==> src/rtl/pe_pkg.sv <==
// Shared constants, path-mode type and overflow helper for the systolic-array PE.
package pe_pkg;

  localparam int unsigned DATA_WIDTH_DEF = 8;
  localparam int unsigned ACC_WIDTH_DEF  = 24;

  // Saturation bounds for the default accumulator width
  localparam logic [ACC_WIDTH_DEF-1:0] ACC_MAX = {1'b0, {(ACC_WIDTH_DEF-1){1'b1}}};
  localparam logic [ACC_WIDTH_DEF-1:0] ACC_MIN = {1'b1, {(ACC_WIDTH_DEF-1){1'b0}}};

  // Which datapath a cycle takes, decoded from the two incoming valids
  typedef enum logic [1:0] {
    PATH_IDLE   = 2'd0,
    PATH_BYPASS = 2'd1,
    PATH_MAC    = 2'd2
  } pe_path_e;

  // Signed add overflow from operand/result sign bits; width-independent so
  // the array-level adder tree can reuse it at any width.
  function automatic logic add_ovf(input logic a_msb, input logic b_msb, input logic s_msb);
    return (a_msb == b_msb) && (s_msb != a_msb);
  endfunction

endpackage

==> src/rtl/pe_weight_buf.sv <==
// Double-buffered weight store: shadow register on the column shift chain,
// active register feeding the multiplier, committed by a swap strobe.
module pe_weight_buf
  import pe_pkg::*;
#(
  parameter int unsigned DATA_WIDTH = DATA_WIDTH_DEF
) (
  input  logic                  clk_i,
  input  logic                  rst_i,
  input  logic                  w_vld_i,
  input  logic [DATA_WIDTH-1:0] w_i,
  input  logic                  swap_i,
  output logic                  w_vld_o,
  output logic [DATA_WIDTH-1:0] w_o,
  output logic [DATA_WIDTH-1:0] active_o
);

  logic [DATA_WIDTH-1:0] shadow_q, shadow_d;
  logic [DATA_WIDTH-1:0] active_q, active_d;
  logic [DATA_WIDTH-1:0] w_out_q,  w_out_d;
  logic                  w_vld_q,  w_vld_d;

  // Next-state: shift pushes old shadow downward; swap reads pre-shift shadow
  always_comb begin
    shadow_d = shadow_q;
    active_d = active_q;
    w_out_d  = w_out_q;
    w_vld_d  = w_vld_i;
    if (w_vld_i) begin
      shadow_d = w_i;
      w_out_d  = shadow_q;
    end
    if (swap_i) begin
      active_d = shadow_q;
    end
  end

  // Weight registers with synchronous reset
  always_ff @(posedge clk_i) begin
    if (rst_i) begin
      shadow_q <= '0;
      active_q <= '0;
      w_out_q  <= '0;
      w_vld_q  <= 1'b0;
    end else begin
      shadow_q <= shadow_d;
      active_q <= active_d;
      w_out_q  <= w_out_d;
      w_vld_q  <= w_vld_d;
    end
  end

  assign w_vld_o  = w_vld_q;
  assign w_o      = w_out_q;
  assign active_o = active_q;

endmodule

==> src/rtl/pe_mac_cell.sv <==
// Systolic-array processing element: activations pass left to right, partial
// sums top to bottom, weights double-buffered down the column.
// Optional build macro PE_ACC_SAT_EN: clamp overflowing sums instead of wrapping.
module pe_mac_cell
  import pe_pkg::*;
#(
  parameter int unsigned DATA_WIDTH = DATA_WIDTH_DEF,
  parameter int unsigned ACC_WIDTH  = ACC_WIDTH_DEF
) (
  input  logic                  PE_clk,
  input  logic                  PE_rst,
  input  logic                  PE_w_vld_in,
  input  logic [DATA_WIDTH-1:0] PE_w_in,
  output logic                  PE_w_vld_out,
  output logic [DATA_WIDTH-1:0] PE_w_out,
  input  logic                  PE_w_swap,
  input  logic                  PE_a_vld_in,
  input  logic [DATA_WIDTH-1:0] PE_a_in,
  output logic                  PE_a_vld_out,
  output logic [DATA_WIDTH-1:0] PE_a_out,
  input  logic                  PE_psum_vld_in,
  input  logic [ACC_WIDTH-1:0]  PE_psum_in,
  output logic                  PE_psum_vld_out,
  output logic [ACC_WIDTH-1:0]  PE_psum_out,
  output logic                  PE_ovf_flag,
  input  logic                  PE_flag_clr
);

  if (ACC_WIDTH < 2 * DATA_WIDTH) begin : g_bad_cfg
    $error("pe_mac_cell: ACC_WIDTH must be at least 2*DATA_WIDTH");
  end

  logic [DATA_WIDTH-1:0] active_w;

  pe_weight_buf #(
    .DATA_WIDTH (DATA_WIDTH)
  ) u_wbuf (
    .clk_i    (PE_clk),
    .rst_i    (PE_rst),
    .w_vld_i  (PE_w_vld_in),
    .w_i      (PE_w_in),
    .swap_i   (PE_w_swap),
    .w_vld_o  (PE_w_vld_out),
    .w_o      (PE_w_out),
    .active_o (active_w)
  );

  logic                  a_vld_q,    a_vld_d;
  logic [DATA_WIDTH-1:0] a_q,        a_d;
  logic                  psum_vld_q, psum_vld_d;
  logic [ACC_WIDTH-1:0]  psum_q,     psum_d;
  logic                  ovf_q,      ovf_d;

  pe_path_e                    path;
  logic signed [2*DATA_WIDTH-1:0] prod;
  logic signed [ACC_WIDTH-1:0]    prod_ext;
  logic signed [ACC_WIDTH-1:0]    addend;
  logic signed [ACC_WIDTH-1:0]    sum_raw;
  logic [ACC_WIDTH-1:0]           sum_sel;
  logic                           ovf_det;

  // Path decode from incoming valids
  always_comb begin
    path = PATH_IDLE;
    if (PE_a_vld_in)         path = PATH_MAC;
    else if (PE_psum_vld_in) path = PATH_BYPASS;
  end

  // Multiply with the currently registered (pre-swap) active weight
  assign prod     = $signed(PE_a_in) * $signed(active_w);
  assign prod_ext = ACC_WIDTH'(prod);
  assign addend   = PE_psum_vld_in ? $signed(PE_psum_in) : '0;
  assign sum_raw  = addend + prod_ext;
  assign ovf_det  = PE_psum_vld_in
                    && add_ovf(addend[ACC_WIDTH-1], prod_ext[ACC_WIDTH-1], sum_raw[ACC_WIDTH-1]);

`ifdef PE_ACC_SAT_EN
  localparam logic [ACC_WIDTH-1:0] SAT_MAX = {1'b0, {(ACC_WIDTH-1){1'b1}}};
  localparam logic [ACC_WIDTH-1:0] SAT_MIN = {1'b1, {(ACC_WIDTH-1){1'b0}}};
  // Clamp toward the sign of the operands when the add overflows
  always_comb begin
    sum_sel = sum_raw;
    if (ovf_det) sum_sel = addend[ACC_WIDTH-1] ? SAT_MIN : SAT_MAX;
  end
`else
  assign sum_sel = sum_raw;
`endif

  // Next-state for activation, partial-sum and sticky overflow registers
  always_comb begin
    a_d        = a_q;
    a_vld_d    = 1'b0;
    psum_d     = psum_q;
    psum_vld_d = 1'b0;
    ovf_d      = ovf_q & ~PE_flag_clr;
    case (path)
      PATH_MAC: begin
        a_d        = PE_a_in;
        a_vld_d    = 1'b1;
        psum_d     = sum_sel;
        psum_vld_d = 1'b1;
        if (ovf_det) ovf_d = 1'b1;
      end
      PATH_BYPASS: begin
        psum_d     = PE_psum_in;
        psum_vld_d = 1'b1;
      end
      default: ;
    endcase
  end

  // Datapath registers with synchronous reset
  always_ff @(posedge PE_clk) begin
    if (PE_rst) begin
      a_q        <= '0;
      a_vld_q    <= 1'b0;
      psum_q     <= '0;
      psum_vld_q <= 1'b0;
      ovf_q      <= 1'b0;
    end else begin
      a_q        <= a_d;
      a_vld_q    <= a_vld_d;
      psum_q     <= psum_d;
      psum_vld_q <= psum_vld_d;
      ovf_q      <= ovf_d;
    end
  end

  assign PE_a_out        = a_q;
  assign PE_a_vld_out    = a_vld_q;
  assign PE_psum_out     = psum_q;
  assign PE_psum_vld_out = psum_vld_q;
  assign PE_ovf_flag     = ovf_q;

endmodule

==> config.mk <==
export PLATFORM = sky130hd
export DESIGN_NAME = pe_mac_cell
export DESIGN_NICKNAME = d
export VERILOG_FILES = /design/src/rtl/pe_pkg.sv /design/src/rtl/pe_weight_buf.sv /design/src/rtl/pe_mac_cell.sv
export SDC_FILE = /design/constraint.sdc
export NUM_CORES = 1
export LEC_CHECK = 0
export ABC_AREA = 1
export CAP_MARGIN = 20
export CORE_UTILIZATION = 51
export CTS_CLUSTER_DIAMETER = 80
export DETAILED_ROUTE_END_ITERATION = 10
export PLACE_DENSITY = 0.79
export RECOVER_POWER = 50
export SYNTH_ARGS = -nofsm -noshare
export SYNTH_HDL_FRONTEND = slang
export SYNTH_SLANG_ARGS = --single-unit
==> constraint.sdc <==
create_clock -name PE_clk -period 6.9 [get_ports PE_clk]
set_input_delay 1.38 -clock PE_clk [delete_from_list [all_inputs] [get_ports PE_clk]]
set_output_delay 1.38 -clock PE_clk [all_outputs]
set_load 0.01 [all_outputs]
==> results of run 1 <==
-- state kept, by name, indices dropped and copies added (netlist names) --
register and cells:
u_wbuf.w_o 8, PE_a_vld_out 1, u_wbuf.w_vld_o 1, PE_ovf_flag 1, u_wbuf.shadow_q 8, PE_psum_vld_out 1, PE_psum_out 24, PE_a_out 8
u_wbuf.active_o 8
-- power groups by stage --
stage | Clock (mW) | Sequential [mW] | Combinational (mW)
2_1_floorplan | 0 | 0.446 | 0.732
3_3_place_gp | 0 | 0.436 | 1.21
3_5_place_dp | 0 | 0.437 | 1.23
4_1_cts | 0.472 | 0.431 | 1.25
5_1_grt | 0.488 | 0.435 | 1.46
6_report | 0.468 | 0.430 | 1.32
-- stage by stage --
step | util (%) | power (mW) | area, sq um | hold WS [ps]
after floorplan | - | 1.18 | 6180 | 467
after global placement | 66.0 | 1.65 | 7670 | 450
after detailed placement | 66.0 | 1.67 | 7670 | 456
after CTS | 68.7 | 2.15 | 7980 | 466
after global routing | 70.4 | 2.38 | 8170 | 493
final | 70.4 | 2.21 | 8170 | 464
-- Yosys cell counts (all sizes together) --
cell type	instances	area, sq um
dfxtp	60	1200
a22o	7	61.3
clkbuf	28	105
a221oi	2	17.5
inv	206	773
ha	47	588
nand2	220	886
a21boi	1	7.51
clkinv	2	7.51
a21oi	44	228
nor2	82	315
o211ai	1	7.51
buf	2	10.0
xor2	10	87.6
nand3b	4	33.8
xnor2	11	96.3
o21ai	53	265
nand4	6	43.8
nand3	37	228
o22ai	4	25.0
o32ai	2	17.5
o21bai	1	7.51
fa	56	1120
a31oi	6	37.5
and2	1	6.26
-- worst min-delay path, stage by stage (launching register included) --
cell and delay, ps:
dfxtp_1 300, nand2_1 60, a21oi_1 50
-- per-layer routing --
layer	share of wire (%)	wire, microns	GRT usage (%)
met1	43	7130	34.4
met3	6.4	1080	5.89
met4	2.7	458	9.87
met5	0	0	0
met2	48	8060	48.7
-- cell type report --
cell class | instances | area [sq um] | share of cell area [%]
Inverter | 208 | 781 | 9.55
Tap cell | 143 | 179 | 2.19
Sequential cell | 60 | 1200 | 14.7
Multi-Input combinational cell | 595 | 4230 | 51.8
Clock buffer | 12 | 256 | 3.14
Clock inverter | 4 | 47.5 | 0.582
Timing Repair Buffer | 163 | 1480 | 18.1
-- worst max-delay path by stage --
| stage | from | endpoint | slack, ps | depth (start not counted) |
|---|---|---|---|---|
| after global routing | PE_a_in[0] | PE_psum_out[21] | -40 | 34 |
| after global placement | PE_a_in[3] | PE_psum_out[21] | -250 | 35 |
| final | PE_a_in[0] | PE_psum_out[20] | 250 | 31 |
| after floorplan | PE_a_in[1] | PE_psum_out[21] | 90 | 32 |
| after CTS | PE_a_in[0] | PE_psum_out[20] | 2 | 31 |
| after detailed placement | PE_a_in[7] | PE_psum_out[21] | -420 | 35 |
-- cell families after synthesis --
logic type                 after synthesis
adders and majority gates              103
buffers and inverters                  238
xor gates and xnor gates                21
and+or+nand+nor                        350
AOI/OAI and AO/OA                      121
DFF                                     60
-- what timing repair did --
item,in CTS,in global routing
hold endpoints to repair,0,0
setup buffers,0,3
gates resized for setup,4,44
pin swaps,1,19
endpoints found under the setup margin,6,10
==> results.py, run 1 <==
metrics = {
    "outcome": {
        "status": "complete, but fails checks",
        "violations": "design-rule violations",
    },
    "synthesis": {
        "ys_types": 35,
        "muxShareOfSynthArea_pct": 0,
        "synth_xor_area_share_pct": 2.98,
        "ys_ff_latch": 60,
        "seq_area_frac_synth_pct": 19.4,
        "synth_adder_area_share_pct": 27.7,
        "synthSimpleGateAreaFrac_pct": 24.5,
        "synth_compound_area_share_pct": 10.9,
        "synth_area_sq_um": 6180,
        "syn_nets": 1043,
        "ys_warn_count": 0,
        "syn_avg_cell_area_sq_um": 6.92,
        "synth_top_family_by_area": "adder cells",
        "netlist_instances": 893,
    },
    "global_route": {
        "antenna_found_initial": 0,
        "grt-ovfl-total": 0,
        "grt_pass1_wl_microns": 27700,
        "grt_max_degree": 29,
        "grt_pass1_vias": 5991,
        "grt_use_total_pct": 28.0,
    },
    "final_layout": {
        "area_growth_pct": 32.3,
        "fin_cells": 1185,
        "drive_above_1_share_pct": 14.3,
        "layout_commonest_cell": "inv_1",
        "antenna_cells": 0,
        "fill_cells": 954,
        "final_cell_mix": "inv_1, nand2_1, nor2_1",
        "nets": 1187,
    },
    "timing": {
        "final-setup-viol-count": 0,
        "relSlewSlack_pct": 33.7,
        "setup_slack_ps": 252,
        "fin_skew_ps": 10.6,
        "finalCritPeriodShare_pct": 96.3,
        "layout_min_cycle_time_ps": 6650,
        "final_max_slew_viol_count": 0,
        "hold_viol": 0,
        "worstMarginPinSlew_ps": 991,
        "fmax_ghz": 0.150,
        "final.setup.tns_ps": 0,
    },
    "cts": {
        "cts-htree-levels": 3,
        "cts_tree": "yes",
        "cts_root_buf": "clkbuf_16",
        "cts_hold_buf": 0,
        "numCtsBuffers": 9,
        "clkSinkCount": 60,
        "clockBufferDepth": 2,
        "path_clk_slew_ps": 50,
        "insertion_delay_ps": 340,
    },
    "pwr": {
        "p_clk_share_pct": 21.1,
        "p_leak_nw": 4.62,
        "p_sw_share_pct": 40.9,
        "p_switching_mw": 0.906,
        "p_int_mw": 1.31,
        "power.density_nw_per_um2": 271,
        "pwr-share-seq_pct": 19.4,
        "combPwrFrac_pct": 59.5,
        "peakVddDrop_v": 0.000184,
    },
    "detailed_routing": {
        "drt_wl_total_microns": 16700,
        "wl_per_cell_microns": 14.1,
        "via_per_inst": 5.08,
        "firstDrtPassIters": 10,
        "ant_nets": 0,
        "drt_iter0_markers": 308,
        "drc": 3,
        "num_vias": 6018,
    },
    "placement": {
        "dp_hpwl_microns": 12800,
        "io_buffers": 90,
        "dpl.cell_count": 1166,
        "pre_cts_slack_ps": -422,
        "gp_congestion": 0.933,
    },
    "critical_path": {
        "r2r_end": "PE_psum_out[20]",
        "max_stage_delay_ps": 530,
        "cp.arrival_ps": 6910,
        "reg2reg_from": "u_wbuf.active_o[3]",
        "start_kind": "input pin",
        "cp_common_cell": "inv_1",
        "regToRegSetupSlack_ps": 1100,
        "worst-path-max-fanout": 5,
        "reg2reg_depth": 31,
        "endpoint_kind": "flip-flop",
        "cp_slowest_cell": "fa_1",
        "crit_family": "adder cells",
        "required_ps": 7160,
        "path_buf_inv": 7,
        "worst-setup-path-type": "in -> reg",
    },
    "die": {
        "boundaryPins": 91,
        "start_util_pct": 53.2,
        "die_width_microns": 112,
        "num_rows": 39,
        "dieHeight_microns": 112,
        "core-area_sq_um": 11600,
        "dieArea_sq_um": 12600,
    },
    "worst_hold_path": {
        "hp-start": "PE_ovf_flag",
        "worstHoldPathType": "reg -> reg",
        "hold_end": "PE_ovf_flag",
        "worstHoldPathCells": 2,
    },
    "flow_run": {
        "cap_violations": 0,
    },
}
Note: power is estimated with default switching activity, not from simulation.
==> inputs of run 2 (changes only) <==
--- a/config.mk
+++ b/config.mk
@@ -9,9 +9,11 @@
 export CAP_MARGIN = 20
 export CORE_UTILIZATION = 51
 export CTS_CLUSTER_DIAMETER = 80
+export CTS_CLUSTER_SIZE = 12
 export DETAILED_ROUTE_END_ITERATION = 10
 export PLACE_DENSITY = 0.79
 export RECOVER_POWER = 50
+export SKIP_LAST_GASP = 1
 export SYNTH_ARGS = -nofsm -noshare
 export SYNTH_HDL_FRONTEND = slang
 export SYNTH_SLANG_ARGS = --single-unit
==> results of run 2 <==
No change in the layout: final DEF, timing and power equal those of run 1.
